==> src/rtl/core_axi_pkg.sv <==
// Shared AXI4 encodings and bridge FSM state types for the D-cache memory bridge.
package core_axi_pkg;

  localparam logic [1:0] OKAY   = 2'b00;
  localparam logic [1:0] EXOKAY = 2'b01;
  localparam logic [1:0] SLVERR = 2'b10;
  localparam logic [1:0] DECERR = 2'b11;

  localparam logic [1:0] FIXED  = 2'b00;
  localparam logic [1:0] INCR   = 2'b01;
  localparam logic [1:0] WRAP   = 2'b10;

  localparam logic [2:0] AXI_SIZE_8B = 3'd3;

  typedef enum logic [1:0] {R_IDLE, R_ADDR, R_DATA, R_DONE} rd_state_t;
  typedef enum logic [1:0] {W_IDLE, W_REQ, W_RESP, W_DONE} wr_state_t;

endpackage

==> src/rtl/core_axi_beat_assembler.sv <==
// Collects read-burst beats into a cache block; beat i lands in slot i.
module core_axi_beat_assembler #(
  parameter int unsigned BUS_WIDTH   = 64,
  parameter int unsigned BLOCK_WIDTH = 256
) (
  input  logic                   clk,
  input  logic                   rst_n,
  input  logic                   beat_valid,
  input  logic [BUS_WIDTH-1:0]   beat_data,
  output logic                   last_beat,
  output logic [BLOCK_WIDTH-1:0] block
);

  localparam int unsigned BEATS = BLOCK_WIDTH / BUS_WIDTH;
  localparam int unsigned CNT_W = $clog2(BEATS);

  logic [CNT_W-1:0] beat_cnt;

  // The counter wraps to slot 0 after the last beat, so every burst starts fresh.
  always_ff @(posedge clk or negedge rst_n) begin
    if (!rst_n) begin
      beat_cnt <= '0;
      block    <= '0;
    end else if (beat_valid) begin
      block[32'(beat_cnt) * BUS_WIDTH +: BUS_WIDTH] <= beat_data;
      beat_cnt <= beat_cnt + 1'b1;
    end
  end

  assign last_beat = (beat_cnt == CNT_W'(BEATS - 1));

endmodule

==> src/rtl/core_dcache_axi_bridge.sv <==
// D-cache to AXI4 master bridge: 4-beat block refills and single-beat word writes.
// Optional sticky response checking is enabled by DCACHE_BRIDGE_RESP_CHECK_EN.
module core_dcache_axi_bridge #(
  parameter int unsigned ADDR_WIDTH  = 64,
  parameter int unsigned BUS_WIDTH   = 64,
  parameter int unsigned BLOCK_WIDTH = 256
) (
  input  logic                    i_clk,
  input  logic                    i_rst_n,
  input  logic                    i_mem_read_req,
  input  logic [ADDR_WIDTH-1:0]   i_mem_read_address,
  output logic                    o_mem_read_done,
  output logic [BLOCK_WIDTH-1:0]  o_block_to_cache,
  input  logic                    i_mem_write_valid,
  input  logic [ADDR_WIDTH-1:0]   i_mem_write_address,
  input  logic [BUS_WIDTH-1:0]    i_mem_write_data,
  input  logic [BUS_WIDTH/8-1:0]  i_mem_write_strobe,
  output logic                    o_mem_write_done,
  output logic [ADDR_WIDTH-1:0]   m_araddr,
  output logic [7:0]              m_arlen,
  output logic [2:0]              m_arsize,
  output logic [1:0]              m_arburst,
  output logic                    m_arvalid,
  input  logic                    m_arready,
  input  logic [BUS_WIDTH-1:0]    m_rdata,
  input  logic [1:0]              m_rresp,
  input  logic                    m_rlast,
  input  logic                    m_rvalid,
  output logic                    m_rready,
  output logic [ADDR_WIDTH-1:0]   m_awaddr,
  output logic [7:0]              m_awlen,
  output logic [2:0]              m_awsize,
  output logic [1:0]              m_awburst,
  output logic                    m_awvalid,
  input  logic                    m_awready,
  output logic [BUS_WIDTH-1:0]    m_wdata,
  output logic [BUS_WIDTH/8-1:0]  m_wstrb,
  output logic                    m_wlast,
  output logic                    m_wvalid,
  input  logic                    m_wready,
  input  logic [1:0]              m_bresp,
  input  logic                    m_bvalid,
  output logic                    m_bready,
  output logic                    o_bus_error
);

  import core_axi_pkg::*;

  localparam int unsigned BEATS    = BLOCK_WIDTH / BUS_WIDTH;
  localparam int unsigned BLK_OFF  = $clog2(BLOCK_WIDTH / 8);
  localparam int unsigned WORD_OFF = $clog2(BUS_WIDTH / 8);

  rd_state_t rd_state, rd_next;
  logic [ADDR_WIDTH-1:0] rd_addr;
  logic rd_fire, last_beat;

  assign rd_fire = m_rvalid && (rd_state == R_DATA);

  always_ff @(posedge i_clk or negedge i_rst_n) begin
    if (!i_rst_n) rd_state <= R_IDLE;
    else          rd_state <= rd_next;
  end

  always_comb begin
    rd_next = rd_state;
    case (rd_state)
      R_IDLE:  if (i_mem_read_req) rd_next = R_ADDR;
      R_ADDR:  if (m_arready) rd_next = R_DATA;
      R_DATA:  if (rd_fire && last_beat) rd_next = R_DONE;
      R_DONE:  rd_next = R_IDLE;
      default: rd_next = R_IDLE;
    endcase
  end

  always_comb begin
    m_arvalid       = 1'b0;
    m_araddr        = '0;
    m_arlen         = '0;
    m_arsize        = '0;
    m_arburst       = '0;
    m_rready        = 1'b0;
    o_mem_read_done = 1'b0;
    case (rd_state)
      R_ADDR: begin
        m_arvalid = 1'b1;
        m_araddr  = rd_addr;
        m_arlen   = 8'(BEATS - 1);
        m_arsize  = AXI_SIZE_8B;
        m_arburst = INCR;
      end
      R_DATA:  m_rready = 1'b1;
      R_DONE:  o_mem_read_done = 1'b1;
      default: ;
    endcase
  end

  always_ff @(posedge i_clk or negedge i_rst_n) begin
    if (!i_rst_n) rd_addr <= '0;
    else if (rd_state == R_IDLE && i_mem_read_req)
      rd_addr <= {i_mem_read_address[ADDR_WIDTH-1:BLK_OFF], {BLK_OFF{1'b0}}};
  end

  core_axi_beat_assembler #(
    .BUS_WIDTH  (BUS_WIDTH),
    .BLOCK_WIDTH(BLOCK_WIDTH)
  ) u_beat_asm (
    .clk       (i_clk),
    .rst_n     (i_rst_n),
    .beat_valid(rd_fire),
    .beat_data (m_rdata),
    .last_beat (last_beat),
    .block     (o_block_to_cache)
  );

  wr_state_t wr_state, wr_next;
  logic [ADDR_WIDTH-1:0]  wr_addr;
  logic [BUS_WIDTH-1:0]   wr_data;
  logic [BUS_WIDTH/8-1:0] wr_strb;
  logic aw_done, w_done, aw_fire, w_fire, b_fire;

  assign aw_fire = m_awvalid && m_awready;
  assign w_fire  = m_wvalid && m_wready;
  assign b_fire  = m_bvalid && (wr_state == W_RESP);

  always_ff @(posedge i_clk or negedge i_rst_n) begin
    if (!i_rst_n) wr_state <= W_IDLE;
    else          wr_state <= wr_next;
  end

  always_comb begin
    wr_next = wr_state;
    case (wr_state)
      W_IDLE:  if (i_mem_write_valid) wr_next = W_REQ;
      W_REQ:   if ((aw_done || aw_fire) && (w_done || w_fire)) wr_next = W_RESP;
      W_RESP:  if (b_fire) wr_next = W_DONE;
      W_DONE:  wr_next = W_IDLE;
      default: wr_next = W_IDLE;
    endcase
  end

  always_comb begin
    m_awvalid        = 1'b0;
    m_awaddr         = '0;
    m_awlen          = '0;
    m_awsize         = '0;
    m_awburst        = '0;
    m_wvalid         = 1'b0;
    m_wdata          = '0;
    m_wstrb          = '0;
    m_wlast          = 1'b0;
    m_bready         = 1'b0;
    o_mem_write_done = 1'b0;
    case (wr_state)
      W_REQ: begin
        m_awvalid = !aw_done;
        m_awaddr  = wr_addr;
        m_awsize  = AXI_SIZE_8B;
        m_awburst = INCR;
        m_wvalid  = !w_done;
        m_wdata   = wr_data;
        m_wstrb   = wr_strb;
        m_wlast   = 1'b1;
      end
      W_RESP:  m_bready = 1'b1;
      W_DONE:  o_mem_write_done = 1'b1;
      default: ;
    endcase
  end

  // AW and W complete independently; each done flag retires its own valid.
  always_ff @(posedge i_clk or negedge i_rst_n) begin
    if (!i_rst_n) begin
      wr_addr <= '0;
      wr_data <= '0;
      wr_strb <= '0;
      aw_done <= 1'b0;
      w_done  <= 1'b0;
    end else if (wr_state == W_IDLE && i_mem_write_valid) begin
      wr_addr <= {i_mem_write_address[ADDR_WIDTH-1:WORD_OFF], {WORD_OFF{1'b0}}};
      wr_data <= i_mem_write_data;
      wr_strb <= i_mem_write_strobe;
      aw_done <= 1'b0;
      w_done  <= 1'b0;
    end else begin
      if (aw_fire) aw_done <= 1'b1;
      if (w_fire)  w_done  <= 1'b1;
    end
  end

  logic unused_addr_bits;
  assign unused_addr_bits = ^{i_mem_read_address[BLK_OFF-1:0], i_mem_write_address[WORD_OFF-1:0]};

`ifdef DCACHE_BRIDGE_RESP_CHECK_EN
  logic bus_error;
  always_ff @(posedge i_clk or negedge i_rst_n) begin
    if (!i_rst_n) bus_error <= 1'b0;
    else if ((rd_fire && (m_rresp != OKAY || m_rlast != last_beat)) ||
             (b_fire && m_bresp != OKAY))
      bus_error <= 1'b1;
  end
  assign o_bus_error = bus_error;
`else
  logic unused_resp;
  assign unused_resp = ^{m_rresp, m_rlast, m_bresp};
  assign o_bus_error = 1'b0;
`endif

endmodule

==> config.mk <==
export PLATFORM = sky130hd
export DESIGN_NAME = core_dcache_axi_bridge
export DESIGN_NICKNAME = d
export VERILOG_FILES = /design/src/rtl/core_axi_pkg.sv /design/src/rtl/core_axi_beat_assembler.sv /design/src/rtl/core_dcache_axi_bridge.sv
export SDC_FILE = /design/constraint.sdc
export NUM_CORES = 1
export LEC_CHECK = 0
export BUFFER_PORTS_ARGS = -buffer_cell sky130_fd_sc_hd__buf_4
export CAP_MARGIN = 10
export CORE_AREA = 2 2 296 298
export CTS_CLUSTER_SIZE = 20
export DETAILED_ROUTE_END_ITERATION = 16
export DIE_AREA = 0 0 298 300
export PLACE_DENSITY_LB_ADDON = 0.15
export SLEW_MARGIN = 20
export SYNTH_ARGS = -nofsm -noshare
export SYNTH_HDL_FRONTEND = slang
export SYNTH_SLANG_ARGS = --single-unit
==> constraint.sdc <==
create_clock -name i_clk -period 3.8 [get_ports i_clk]
set_clock_uncertainty 0.15 [all_clocks]
set_input_delay 0.19 -clock i_clk [delete_from_list [all_inputs] [get_ports i_clk]]
set_output_delay 0.19 -clock i_clk [all_outputs]
set_load 0.05 [all_outputs]
# Word-level counts from Yosys, hierarchy flattened
# Index checks and enable logic that the tools add are counted.
[totals] register_bits=456 latch_bits=0 ram_bits=0 mem_bits_ro=0 input_bits=278 out_inout_bits=491 wordCells=75 memories=0
[op_classes] addsub=2 n_mul=0 n_div=0 n_lt_le_gt_ge=0 n_eq_ne=13 n_shift=2 n_mux=30 n_bitwise=0 reduce_logical=18
[op_table] operator="$bwmux 256" n=1
[op_table] operator="$shift 64x34->256 const A" n=1
[op_table] operator="$shiftx 64x34->256" n=1
[op_table] operator="$mux 64" n=3
[op_table] operator="$neg 8->34" n=1
[op_table] operator="$mux 2" n=9
[op_table] operator="$pmux 2 s4" n=2
[op_table] operator="$mux 1" n=14
[op_table] operator="$eq 2x2->1 const B" n=5
[op_table] operator="$ne 2x2->1 const B" n=5
[op_table] operator="$logic_and 1x1->1" n=8
[op_table] operator="$mux 8" n=1
[op_table] operator="$reduce_and 3->1" n=2
[op_table] operator="$eq 2x1->1 const B" n=2
[op_table] operator="$logic_not 2->1" n=2
[op_table] operator="$reduce_bool 2->1" n=2
[op_table] operator="$add 2x1->2 const B" n=1
[op_table] operator="$logic_not 1->1" n=2
[op_table] operator="$logic_or 1x1->1" n=2
[op_table] operator="$ne 2x1->1 const B" n=1

# Logic depth before layout (Yosys ltp)
[logic_depth] ltp_word=7 ltp_mapped=8 mapped_depth_nobuf=5

# By module
# Synthesis repeated with hierarchy kept, for this count alone.
[hier_totals] hier_cells=1465 hier_area_um2=19824.0
[modules_own_cells] module="core_axi_beat_assembler" n_inst=1 cells_each=770 area_each_um2=10477.5 seq_area_each_um2=6456.2
[modules_own_cells] module="core_dcache_axi_bridge" n_inst=1 cells_each=695 area_each_um2=9346.5 seq_area_each_um2=4954.8

# Worst setup path before layout
# Ideal clock, no wire load.
[synth_path] path_kind="register to output" from="reg wr_state[1]" to="out m_awaddr[13]" arrival_time_ps=2210 slack_ps=1250 path_stages_with_launch=7 n_path_buf=3 path_cell_list="dfrtp_1 -> inv_1 -> ha_1 -> clkbuf_1 -> clkbuf_1 -> clkbuf_1 -> and2_1"
[synth_between] elab_chain_len=2
[synth_rtl] item="start: declaration" line_no="core_dcache_axi_bridge.sv:115" source="wr_state_t wr_state, wr_next;"
[synth_rtl] item="start signal: assignment" line_no="core_dcache_axi_bridge.sv:127" source="else wr_state <= wr_next;"
[synth_rtl] item="$eq 2x1->1" line_no="core_dcache_axi_bridge.sv:153" source="case (wr_state)"
[synth_rtl] item="$mux 64" line_no="core_dcache_axi_bridge.sv:153"
[synth_rtl] item="end: declaration" line_no="core_dcache_axi_bridge.sv:30" source="output logic [ADDR_WIDTH-1:0] m_awaddr,"
# No other way between the ends.

# Worst setup path in the final report
[layout_path] from="reg rd_state[1]" to="out m_araddr[27]"
[layout_between] elab_chain_len=2
[layout_rtl] item="start: declaration" line_no="core_dcache_axi_bridge.sv:53" source="rd_state_t rd_state, rd_next;"
[layout_rtl] item="start signal: assignment" line_no="core_dcache_axi_bridge.sv:61" source="else rd_state <= rd_next;"
[layout_rtl] item="$eq 2x1->1" line_no="core_dcache_axi_bridge.sv:83" source="case (rd_state)"
[layout_rtl] item="$mux 64" line_no="core_dcache_axi_bridge.sv:83"
[layout_rtl] item="end: declaration" line_no="core_dcache_axi_bridge.sv:19" source="output logic [ADDR_WIDTH-1:0] m_araddr,"
# No other way between the ends.

==> metrics.md <==
| Metric | Value |
|---|---|
| Post-synth top cells | `456 x dfrtp_1, 256 x a22o_1, 195 x mux2_2` |
| Area contributors post-synth | `dfrtp_1 63%, a22o_1 12%, mux2_2 12%, and2_1 6.6%, buf_4 1.6%` |
| Netlist Area Pre-Place | `18,200 um^2` |
| Grt ovf | `0` |
| Clock tree buffer depth | `3` |
| Initial drt markers | `607` |
| Synth Instances | `1,281` |
| Core Rows | `108` |
| Vias in the first global route | `around 16,000` |
| DRT antenna net count | `0` |
| Post-synth top area share | `0.628` |
| Crit-path cells | `inv_1 > ha_1 > buf_4 > and2_1 > buf_4` |
| Yosys reg bits | `~460` |
| Status | `finished, final reports clean` |
| Final core utilization | `0.344` |
| Tightest Hold Check Type | `in -> async` |
| First-pass GRT wire length | `between 100 and 150 mm` |
| Pin count of the biggest net entering global routing | `101` |
| Placed Area | `around 25,000 um^2` |
| DR WL/cell | `~20 um` |
| Top-count cell post-synth | `dfrtp_1` |
| Worst EP required | `approximately 3.5 ns` |
| Hold_ws | `0.139 ns` |
| CP dominant cell by count | `buf_4` |
| Cell area after layout | `just under 30,000 um^2` |
| I/O Buffers | `728` |
| DR vias | `between 10,000 and 15,000` |
| Fillers | `around 8,600` |
| Initial cell density of the core | `0.211` |
| Main synth FF type | `dfrtp_1` |
| Post-route DRC | `0` |
| Tot GR Track Use | `0.150` |
| Worst vdd ir | `approximately 0.39 mV` |
| Via-to-Cell Ratio | `approximately 4.2` |
| Worst slew pin tran | `just over 0.9 ns` |
| Cell taking the most area after synthesis | `dfrtp_1` |
| FFs w/ async S/R, synth | `1.00` |
| Post-CTS setup buffer count | `0` |
| Final setup fails | `0` |
| Resize count post-CTS | `0` |
| Synth warn | `0` |
| Antenna cell count | `0` |
| Die W | `298 um` |
| CP Max Fanout | `44` |
| Hpwl dp | `~48 mm` |
| Max cap viols | `0` |
| Clk_lat worst skew | `approximately 0.6 ns` |
| CTS tree | `done` |
| Critical Path Start Type | `flop` |
| Placeable core region | `approximately 86,000 um^2` |
| Fmax | `0.331 GHz` |
| Final critical-path share of the clock period | `0.795` |
| Final hold viol count | `0` |
| Post-synthesis sequential area ratio | `0.628` |
| Slew headroom | `0.383` |
| Fin nets | `2,561` |
| # IOs | `769` |
| Share of cells above drive strength 1 | `0.460` |
| Total CTS buffers | `55` |
| Initial antenna violation count | `0` |
| WL final | `69.9 mm` |
| Die area | `around 90,000 um^2` |
| Syn-to-layout area delta | `63.3%` |
| Setup crit end kind | `primary output` |
| Sink Count | `between 400 and 500` |
| Arr. time, crit path | `between 2 and 3 ns` |
| Number of synthesized flops with an enable pin | `0` |
| CTS Hold Bufs | `about 270` |
| RSZ-0062 raised after global routing | `false` |
| Die H | `roughly 300 um` |
| Largest stage delay, worst path | `0.64 ns` |
| Setup TNS Final | `0 ns` |
| Number of H-tree levels | `2` |
| Final worst path period need | `3.02 ns` |
| Static Leak | `14.5 nW` |
| Gpl congestion | `just over 0.8` |
| Slowest cell on crit path | `ha_1` |
| Crit Path Class | `reg -> out` |
| Max-slew violation count | `0` |
| Clock slew at reported path FFs | `0.06 ns` |
| Root Driver | `clkbuf_16` |
| Power per cell area | `between 900 and 1000 nW/um^2` |
| Unique masters post-synth | `31` |
| Avg Cell Area, Syn | `14.2 um^2` |
| Total iterations of the first detailed-routing run | `4` |
area by class of cell:
cell class                 instances  area, um^2  share of cell area
sequential                       456       11400               0.385
timing repair buffer            1033        8630               0.291
multi-input combinational        715        6200               0.209
clock buffer                      73        1550              0.0521
tap                             1155        1450              0.0487
clock inverter                    28         384              0.0130
inverter                           9        33.8             0.00114
per-stage QoR:
step | cells | worst slack, ns | power, mW
final | 3469 | 0.778 | 27.5
after global placement | 3100 | 0.958 | 21.7
after floorplan | 1307 | 1.25 | 17.2
after CTS | 3468 | 0.701 | 27.9
after global routing | 3469 | 0.558 | 28.8
after detailed placement | 3100 | 0.902 | 21.8
cells by family (layout without fill, tap and decap cells):
logic type | Yosys count | in the layout | share of synthesized area
DFF | 456 | 456 | 0.628
AOI/OAI and AO/OA | 266 | 266 | 0.127
and+or+nand+nor | 213 | 213 | 0.0736
muxes | 195 | 195 | 0.121
buffers and inverters | 136 | 1143 | 0.0405
adders and majority gates | 13 | 13 | 0.00895
other | 1 | 27 | 0.000206
xor gates and xnor gates | 1 | 1 | 0.000482
routing by layer:
| layer | vias to the layer above | GRT usage | wire length (um) |
|---|---|---|---|
| li1 | 6505 | - | - |
| met1 | 7344 | 0.176 | 27800 |
| met2 | 505 | 0.263 | 34800 |
| met3 | 115 | 0.0448 | 5110 |
| met4 | 0 | 0.0473 | 2150 |
| met5 | - | 0 | 0 |
cells in the final DEF, fill, tap and decap left out, types with 4 or more instances in the layout:
master,n
dlygate4sd3_1,267
clkbuf_8,8
buf_4,748
dfrtp_1,456
conb_1,27
buf_12,16
nand3_4,4
clkinvlp_4,6
clkbuf_16,56
ha_1,12
a21oi_1,4
clkbuf_1,9
and2_1,192
inv_1,9
bufinv_16,8
mux2_2,195
clkinv_2,9
a22o_1,256
where the power goes:
group	total (mW)	switching, mW	leakage [nW]	internal, mW
Sequential	7.95	1.06	5.88	6.88
Clock	5.62	2.21	0.934	3.41
Combinational	14.0	9.14	7.67	4.83
Total	27.5	12.4	14.5	15.1
sequential cells by signal (all words and copies together), names as in the netlist:
signal and cells:
w_done 1, wr_state 2, wr_addr 61, rd_state 2, wr_data 64, wr_strb 8, u_beat_asm.beat_cnt 2, rd_addr 59
aw_done 1, u_beat_asm.block 256
critical path: cells and delay by family, from the launching register on:
| family | cells | cell delay [ns] |
|---|---|---|
| buffers and inverters | 3 | 0.80 |
| and+or+nand+nor | 1 | 0.23 |
| adders and majority gates | 1 | 0.64 |
| DFF | 1 | 0.40 |
path summary, 6_finish.rpt:
kind,from,endpoint,slack [ns],cells past startpoint
setup / recovery,rd_state[1],m_araddr[27],0.78,5
hold / removal,i_rst_n,wr_addr[23],0.14,2
setup reg to reg,rd_state[0],u_beat_asm.block[125],1.00,6
hold reg to reg,wr_data[42],wr_data[42],0.34,1
max in group asynchronous,i_rst_n,u_beat_asm.block[56],2.28,3
min in group i_clk,i_mem_read_address[42],rd_addr[42],0.22,3
Power figures use the tool's default switching activity.
